$ cat config.mk
export PLATFORM = sky130hd
export DESIGN_NAME = wmt_flow_calc
export DESIGN_NICKNAME = d
export VERILOG_FILES = /design/src/rtl/wmt_flow_calc_pkg.sv /design/src/rtl/wmt_div24.sv /design/src/rtl/wmt_flow_calc.sv
export SDC_FILE = /design/constraint.sdc
export NUM_CORES = 1
export LEC_CHECK = 0
export CAP_MARGIN = 20
export CELL_PAD_IN_SITES_DETAIL_PLACEMENT = 0
export CELL_PAD_IN_SITES_GLOBAL_PLACEMENT = 1
export CORE_MARGIN = 8
export CORE_UTILIZATION = 40
export CTS_BUF_LIST = sky130_fd_sc_hd__clkbuf_8 sky130_fd_sc_hd__clkbuf_16
export CTS_CLUSTER_SIZE = 14
export DETAILED_ROUTE_END_ITERATION = 6
export PLACE_DENSITY_LB_ADDON = 0.1
export SYNTH_ARGS = -nofsm -noshare
export SYNTH_HDL_FRONTEND = slang
export SYNTH_SLANG_ARGS = --single-unit
$ cat constraint.sdc
create_clock -name clk_1us -period 6 [get_ports clk_1us]
set_input_delay 0.6 -clock clk_1us [delete_from_list [all_inputs] [get_ports clk_1us]]
set_output_delay 0.6 -clock clk_1us [all_outputs]
set_load 0.01 [all_outputs]
$ cat src/rtl/wmt_flow_calc_pkg.sv
// ----------------------------------------------------------------------------
// wmt_flow_calc_pkg : shared constants, state encoding and helpers (rev 1.0)
// ----------------------------------------------------------------------------
`default_nettype none

package wmt_flow_calc_pkg;

  localparam int SAMPLE_US  = 20000;
  localparam int AVG_DEPTH  = 8;
  localparam int LOW_CNT    = 3;
  localparam int DIV_CYCLES = 24;
  localparam int SUM_W      = 19;

  typedef enum logic [3:0] {
    S_IDLE   = 4'b0001,
    S_SAMPLE = 4'b0010,
    S_DIVIDE = 4'b0100,
    S_DONE   = 4'b1000
  } state_e;

  function automatic logic [15:0] sat16(input logic [23:0] q);
    return (q > 24'h00FFFF) ? 16'hFFFF : q[15:0];
  endfunction

endpackage

`default_nettype wire

$ cat src/rtl/wmt_div24.sv
// ----------------------------------------------------------------------------
// wmt_div24 : restoring serial divider, 24/16 bit, saturating quotient (rev 1.0)
// ----------------------------------------------------------------------------
`default_nettype none

module wmt_div24
  import wmt_flow_calc_pkg::*;
(
  input  logic        clk_1us,
  input  logic        rstn_i,
  input  logic        start_i,
  input  logic        abort_i,
  input  logic [23:0] dividend_i,
  input  logic [15:0] divisor_i,
  output logic [15:0] quotient_o,
  output logic        done_o
);

  logic        active_q;
  logic [4:0]  cnt_q;
  logic [15:0] rem_q;
  logic [23:0] quo_q;
  logic [15:0] dvs_q;

  logic [16:0] shift_w;
  logic [16:0] diff_w;
  logic        ge_w;
  logic [15:0] rem_d;
  logic [23:0] quo_d;

  // Borrow out of the trial subtraction decides the quotient bit.
  always_comb begin
    shift_w = {rem_q, quo_q[23]};
    diff_w  = shift_w - {1'b0, dvs_q};
    ge_w    = ~diff_w[16];
    rem_d   = ge_w ? diff_w[15:0] : shift_w[15:0];
    quo_d   = {quo_q[22:0], ge_w};
  end

  // Quotient is presented from the final step so the caller can capture it on done.
  assign done_o     = active_q && (cnt_q == 5'(DIV_CYCLES - 1));
  assign quotient_o = sat16(quo_d);

  always_ff @(posedge clk_1us or negedge rstn_i) begin
    if (!rstn_i) begin
      active_q <= 1'b0;
      cnt_q    <= '0;
      rem_q    <= '0;
      quo_q    <= '0;
      dvs_q    <= '0;
    end else if (abort_i) begin
      active_q <= 1'b0;
      cnt_q    <= '0;
      rem_q    <= '0;
      quo_q    <= '0;
      dvs_q    <= '0;
    end else if (start_i) begin
      active_q <= 1'b1;
      cnt_q    <= '0;
      rem_q    <= '0;
      quo_q    <= dividend_i;
      dvs_q    <= divisor_i;
    end else if (active_q) begin
      rem_q <= rem_d;
      quo_q <= quo_d;
      cnt_q <= cnt_q + 5'd1;
      if (done_o) begin
        active_q <= 1'b0;
      end
    end
  end

endmodule

`default_nettype wire

$ cat src/rtl/wmt_flow_calc.sv
// ----------------------------------------------------------------------------
// wmt_flow_calc : 8-sample meter-period average converted to flow (rev 1.0)
// ----------------------------------------------------------------------------
`default_nettype none

module wmt_flow_calc
  import wmt_flow_calc_pkg::*;
#(
  parameter int SAMPLE_PERIOD = SAMPLE_US
) (
  input  logic        clk_1us,
  input  logic        rstn_i,
  input  logic        flow_en,
  input  logic [15:0] wmt_data,
  input  logic        wmt_err,
  input  logic [23:0] flow_k,
  input  logic [15:0] flow_low_thd,
  output logic [15:0] flow_data,
  output logic        flow_valid,
  output logic        flow_low,
  output logic        busy
);

  localparam int TW = $clog2(SAMPLE_PERIOD);

  state_e           state_q, state_d;
  logic [TW-1:0]    timer_q;
  logic [15:0]      buf_q [AVG_DEPTH];
  logic [2:0]       wptr_q;
  logic [3:0]       fill_q;
  logic [3:0]       zcnt_q;
  logic [SUM_W-1:0] sum_q;
  logic [15:0]      flow_data_q;
  logic             flow_low_q;
  logic [1:0]       below_q;

  logic             tick_w;
  logic [15:0]      sample_w, old_w, avg_w, result_w, div_quot_w;
  logic [SUM_W-1:0] sum_new_w;
  logic [3:0]       fill_new_w, zcnt_new_w;
  logic             full_w, zero_path_w;
  logic             div_start_w, div_done_w, load_w;
  logic [1:0]       below_inc_w;

  assign tick_w = flow_en && (timer_q == TW'(SAMPLE_PERIOD - 1));

  // Window bookkeeping after the write this SAMPLE cycle would perform.
  // Slots not yet written hold 0 but were never counted as zero samples.
  always_comb begin
    sample_w    = (wmt_err || (wmt_data == 16'd0)) ? 16'd0 : wmt_data;
    old_w       = buf_q[wptr_q];
    full_w      = (fill_q == 4'(AVG_DEPTH));
    sum_new_w   = sum_q + SUM_W'(sample_w) - SUM_W'(old_w);
    fill_new_w  = full_w ? fill_q : fill_q + 4'd1;
    zcnt_new_w  = zcnt_q + {3'd0, (sample_w == 16'd0)} - {3'd0, (full_w && (old_w == 16'd0))};
    avg_w       = sum_new_w[SUM_W-1:3];
    zero_path_w = (zcnt_new_w != 4'd0) || (avg_w == 16'd0);
    below_inc_w = (below_q == 2'(LOW_CNT)) ? below_q : below_q + 2'd1;
  end

  always_comb begin
    state_d     = state_q;
    div_start_w = 1'b0;
    load_w      = 1'b0;
    result_w    = 16'd0;
    case (state_q)
      S_IDLE: begin
        if (tick_w) state_d = S_SAMPLE;
      end
      S_SAMPLE: begin
        if (fill_new_w != 4'(AVG_DEPTH)) begin
          state_d = S_IDLE;
        end else if (zero_path_w) begin
          state_d = S_DONE;
          load_w  = 1'b1;
        end else begin
          state_d     = S_DIVIDE;
          div_start_w = 1'b1;
        end
      end
      S_DIVIDE: begin
        if (div_done_w) begin
          state_d  = S_DONE;
          load_w   = 1'b1;
          result_w = div_quot_w;
        end
      end
      S_DONE:  state_d = S_IDLE;
      default: state_d = S_IDLE;
    endcase
    if (!flow_en) begin
      state_d     = S_IDLE;
      div_start_w = 1'b0;
      load_w      = 1'b0;
    end
  end

  always_ff @(posedge clk_1us or negedge rstn_i) begin
    if (!rstn_i) state_q <= S_IDLE;
    else         state_q <= state_d;
  end

  always_ff @(posedge clk_1us or negedge rstn_i) begin
    if (!rstn_i)                                  timer_q <= '0;
    else if (!flow_en)                            timer_q <= '0;
    else if (timer_q == TW'(SAMPLE_PERIOD - 1))   timer_q <= '0;
    else                                          timer_q <= timer_q + TW'(1);
  end

  always_ff @(posedge clk_1us or negedge rstn_i) begin
    if (!rstn_i) begin
      for (int i = 0; i < AVG_DEPTH; i++) buf_q[i] <= '0;
      wptr_q <= '0;
      fill_q <= '0;
      zcnt_q <= '0;
      sum_q  <= '0;
    end else if (!flow_en) begin
      for (int i = 0; i < AVG_DEPTH; i++) buf_q[i] <= '0;
      wptr_q <= '0;
      fill_q <= '0;
      zcnt_q <= '0;
      sum_q  <= '0;
    end else if (state_q == S_SAMPLE) begin
      buf_q[wptr_q] <= sample_w;
      wptr_q        <= wptr_q + 3'd1;
      fill_q        <= fill_new_w;
      zcnt_q        <= zcnt_new_w;
      sum_q         <= sum_new_w;
    end
  end

  // flow_data lands on DONE entry so it is stable while flow_valid is high;
  // the threshold compare runs during DONE against that captured value.
  always_ff @(posedge clk_1us or negedge rstn_i) begin
    if (!rstn_i) begin
      flow_data_q <= '0;
      flow_low_q  <= 1'b0;
      below_q     <= '0;
    end else if (!flow_en) begin
      flow_data_q <= '0;
      flow_low_q  <= 1'b0;
      below_q     <= '0;
    end else begin
      if (load_w) flow_data_q <= result_w;
      if (state_q == S_DONE) begin
        if (flow_data_q < flow_low_thd) begin
          below_q <= below_inc_w;
          if (below_inc_w == 2'(LOW_CNT)) flow_low_q <= 1'b1;
        end else begin
          below_q    <= '0;
          flow_low_q <= 1'b0;
        end
      end
    end
  end

  wmt_div24 u_div (
    .clk_1us    (clk_1us),
    .rstn_i     (rstn_i),
    .start_i    (div_start_w),
    .abort_i    (!flow_en),
    .dividend_i (flow_k),
    .divisor_i  (avg_w),
    .quotient_o (div_quot_w),
    .done_o     (div_done_w)
  );

  assign flow_data  = flow_data_q;
  assign flow_valid = (state_q == S_DONE);
  assign flow_low   = flow_low_q;
  assign busy       = (state_q != S_IDLE);

endmodule

`default_nettype wire

==> flow_summary.toml <==
[floorplanning]
top_level_ports = 79
core_um2 = 35500
initial_core_util_pct = 40.5
dieArea_um2 = 42200
die_h_um = 205
rows = 69
die_x_um = 205

[final_layout]
syn2layout_area_growth_pct = 20.3
diodes = 0
nNetsFinal = 1774
regArea_um2 = 6460
final.fill_count = 3357
multiInputGateArea_um2 = 7350
final_core_utilization_pct = 48.7
drive_above_1_share_pct = 12.0

[timing]
drv_slew = 0
worstMarginPinSlew_ns = 1.16
finalSetupTns_ns = 0
fin_crit_ns = 5.69
min_period_over_period_pct = 94.9
maxSlewHeadroom_pct = 22.4
setup_violations = 0
rsz0062_at_grt = "false"
fin_worst_skew_ns = 0.0189
hold_violations = 0
max_freq_mhz = 176

[drt]
avgRoutedWirePerCell_um = 20.7
vias = 11900
viasPerCell = 5.59
firstDrtPassIters = 6
ant_nets = 0
wl_um = 44000
drt_iter0_markers = 769
drc = 0

[global_route]
antenna_found_initial = 1
gr-total-overflow = 0
grt_pass1_wl_um = 70800
grt_max_degree = 159
gr-usage-all-layers_pct = 21.0
grt_pass1_vias = 12100

[critical_path]
cp.depth = 17
crit_type = "reg -> reg"
critPathCaptureType = "flip-flop"
cpLargestDelayFamily = "simple AND/OR/NAND/NOR gates"
worstPathRequired_ns = 6.47
rrSetupSlack_ns = 0.31
cp.arrival_ns = 6.16
critPathLaunchType = "flip-flop"
crit_top_cell = "fa_1"
r2r_end = "u_div.rem_q[15]"
r2r_start = "wptr_q[0]"
critical-path-max-stage-delay_ns = 0.58
cp_cell_sequence = "nand2_1 -> nor2_1 -> a221oi_1 -> and3_1 -> fa_1 -> inv_1 -> fa_1 -> nand2b_1 -> a21o_1 -> a311o_1 -> nor4_1 -> nand3_1 -> or4_4 -> or3_4 -> o41a_1 -> buf_4 -> a311oi_2"
worst-path-max-fanout = 10
worstRegToRegCells = 17
cp.buffers_inverters = 2
cp_slowest_cell = "dfrtp_1"

[yosys]
synthCells = 1517
netlist_top_cells_count = "dfrtp_1 (257), nand2_1 (254), o21ai_0 (149)"
synth.avg_cell_area_um2 = 9.47
yosysWarnings = 0
synthTopCellsByArea = "dfrtp_1 (45%), nand2_1 (6.6%), o21ai_0 (5.2%)"
synth_edf_count = 0
async_flop_share_pct = 100
yosysMostFrequentCell = "dfrtp_1"
syn_nets = 1654
netlist.top_cell.by_area = "dfrtp_1"
synth_flop_cell = "dfrtp_1"
syn_area_um2 = 14400
synth.distinct_cells = 80
ys_ff_latch = 258
yosys.area.top_type_share_pct = 44.8
yosysSeqAreaShare_pct = 45.0

[placement]
portBuffers = 78
gp_congestion = 0.842
hpwlAfterDp_um = 30100

[clock_network]
clock_latency_ns = 0.58
htree_num_levels = 1
post_cts_buffers = 0
cts_max_path_buffers = 3
cts.sinks = 258
ctsHoldBuffers = 0
cts-buffers-inserted = 31
clkTransAtPathRegs_ns = 0.07
cts_tree = "done"
cts-root-buf = "clkbuf_16"

[job]
drv_cap = 0

[run_status]
status = "complete, no violations"

[pwr]
vdd.ir_drop.worst_v = 0.000196
p_leak_nw = 7.36
power_density_nw_per_um2 = 239

[worst_hold_path]
holdCritPathClass = "in -> async"
what timing repair did:
item                                   in CTS  in global routing
setup endpoints to repair                   0                 22
endpoints found under the hold margin       0                  0
gates resized for setup                     0                  1
report_power, final:
part	switching [mW]	internal, mW	total, mW
clock	0.763	1.19	1.95
combinational	0.264	0.170	0.434
sequential	0.00157	1.74	1.74
worst max path at each step:
stage | start | end
after floorplan | wptr_q[1] | u_div.dvs_q[15]
after global placement | wmt_data[11] | u_div.rem_q[15]
after detailed placement | wmt_data[11] | u_div.rem_q[15]
after CTS | wptr_q[0] | u_div.rem_q[15]
after global routing | wptr_q[0] | u_div.rem_q[15]
final | wptr_q[0] | u_div.rem_q[15]
per-layer routing:
| metal | routed length [um] | global-route usage, % |
|---|---|---|
| met4 | 1270 | 6.79 |
| met3 | 1900 | 2.94 |
| met5 | 12 | 0 |
| met1 | 20100 | 28.0 |
| met2 | 20700 | 34.9 |
placed cells by master (no fill, tap or decap), drive strengths merged, types with 20 or more instances in the layout:
| master | count |
|---|---|
| dfrtp | 257 |
| xor2 | 23 |
| nor2 | 96 |
| clkdlybuf4s50 | 76 |
| o21ai | 151 |
| nand2 | 254 |
| xnor2 | 23 |
| a22oi | 42 |
| mux2i | 46 |
| a21oi | 58 |
| clkbuf | 41 |
| and3 | 20 |
| nand3 | 24 |
| inv | 78 |
| buf | 95 |
| ha | 59 |
| a211oi | 49 |
| a311oi | 30 |
area by class of cell:
cell class | count | area share, %
Tap cell | 461 | 3.34
Inverter | 72 | 1.56
Multi-Input combinational cell | 1103 | 42.6
Sequential cell | 258 | 37.4
Timing Repair Buffer | 171 | 8.92
Clock buffer | 41 | 5.29
Clock inverter | 16 | 0.934
sequential cells by signal, summed over array words and instances, names as in the netlist, 3 cells and up:
name and count:
fill_q 4, u_div.quo_q 24, u_div.dvs_q 16, wptr_q 3, timer_q 15, u_div.rem_q 16, flow_data 16, sum_q 19
u_div.cnt_q 5, state_q 4, zcnt_q 4, buf_q 128
through the flow:
stage               hold WS (ns)  instances  area [um^2]  total power [mW]  worst slack [ns]
finish                    0.0418       2122        17300              4.13             0.307
global route              0.0890       2122        17300              4.28            0.0490
detailed placement         0.471       2065        16200              2.21             0.110
global placement           0.462       2065        16200              2.21             0.165
CTS                       0.0765       2122        17300              4.18             0.207
floorplan                  0.304       1517        14400              1.97             0.497
cells by family after synthesis:
group	count (synthesis)	synth area share, %
and+or+nand+nor	486	15.3
AOI/OAI and AO/OA	447	21.6
DFF	258	45.0
buffers and inverters	156	4.34
adders and majority gates	77	7.65
muxes	47	3.29
xor gates and xnor gates	46	2.81
No activity file was read; power rests on OpenSTA's default activity.
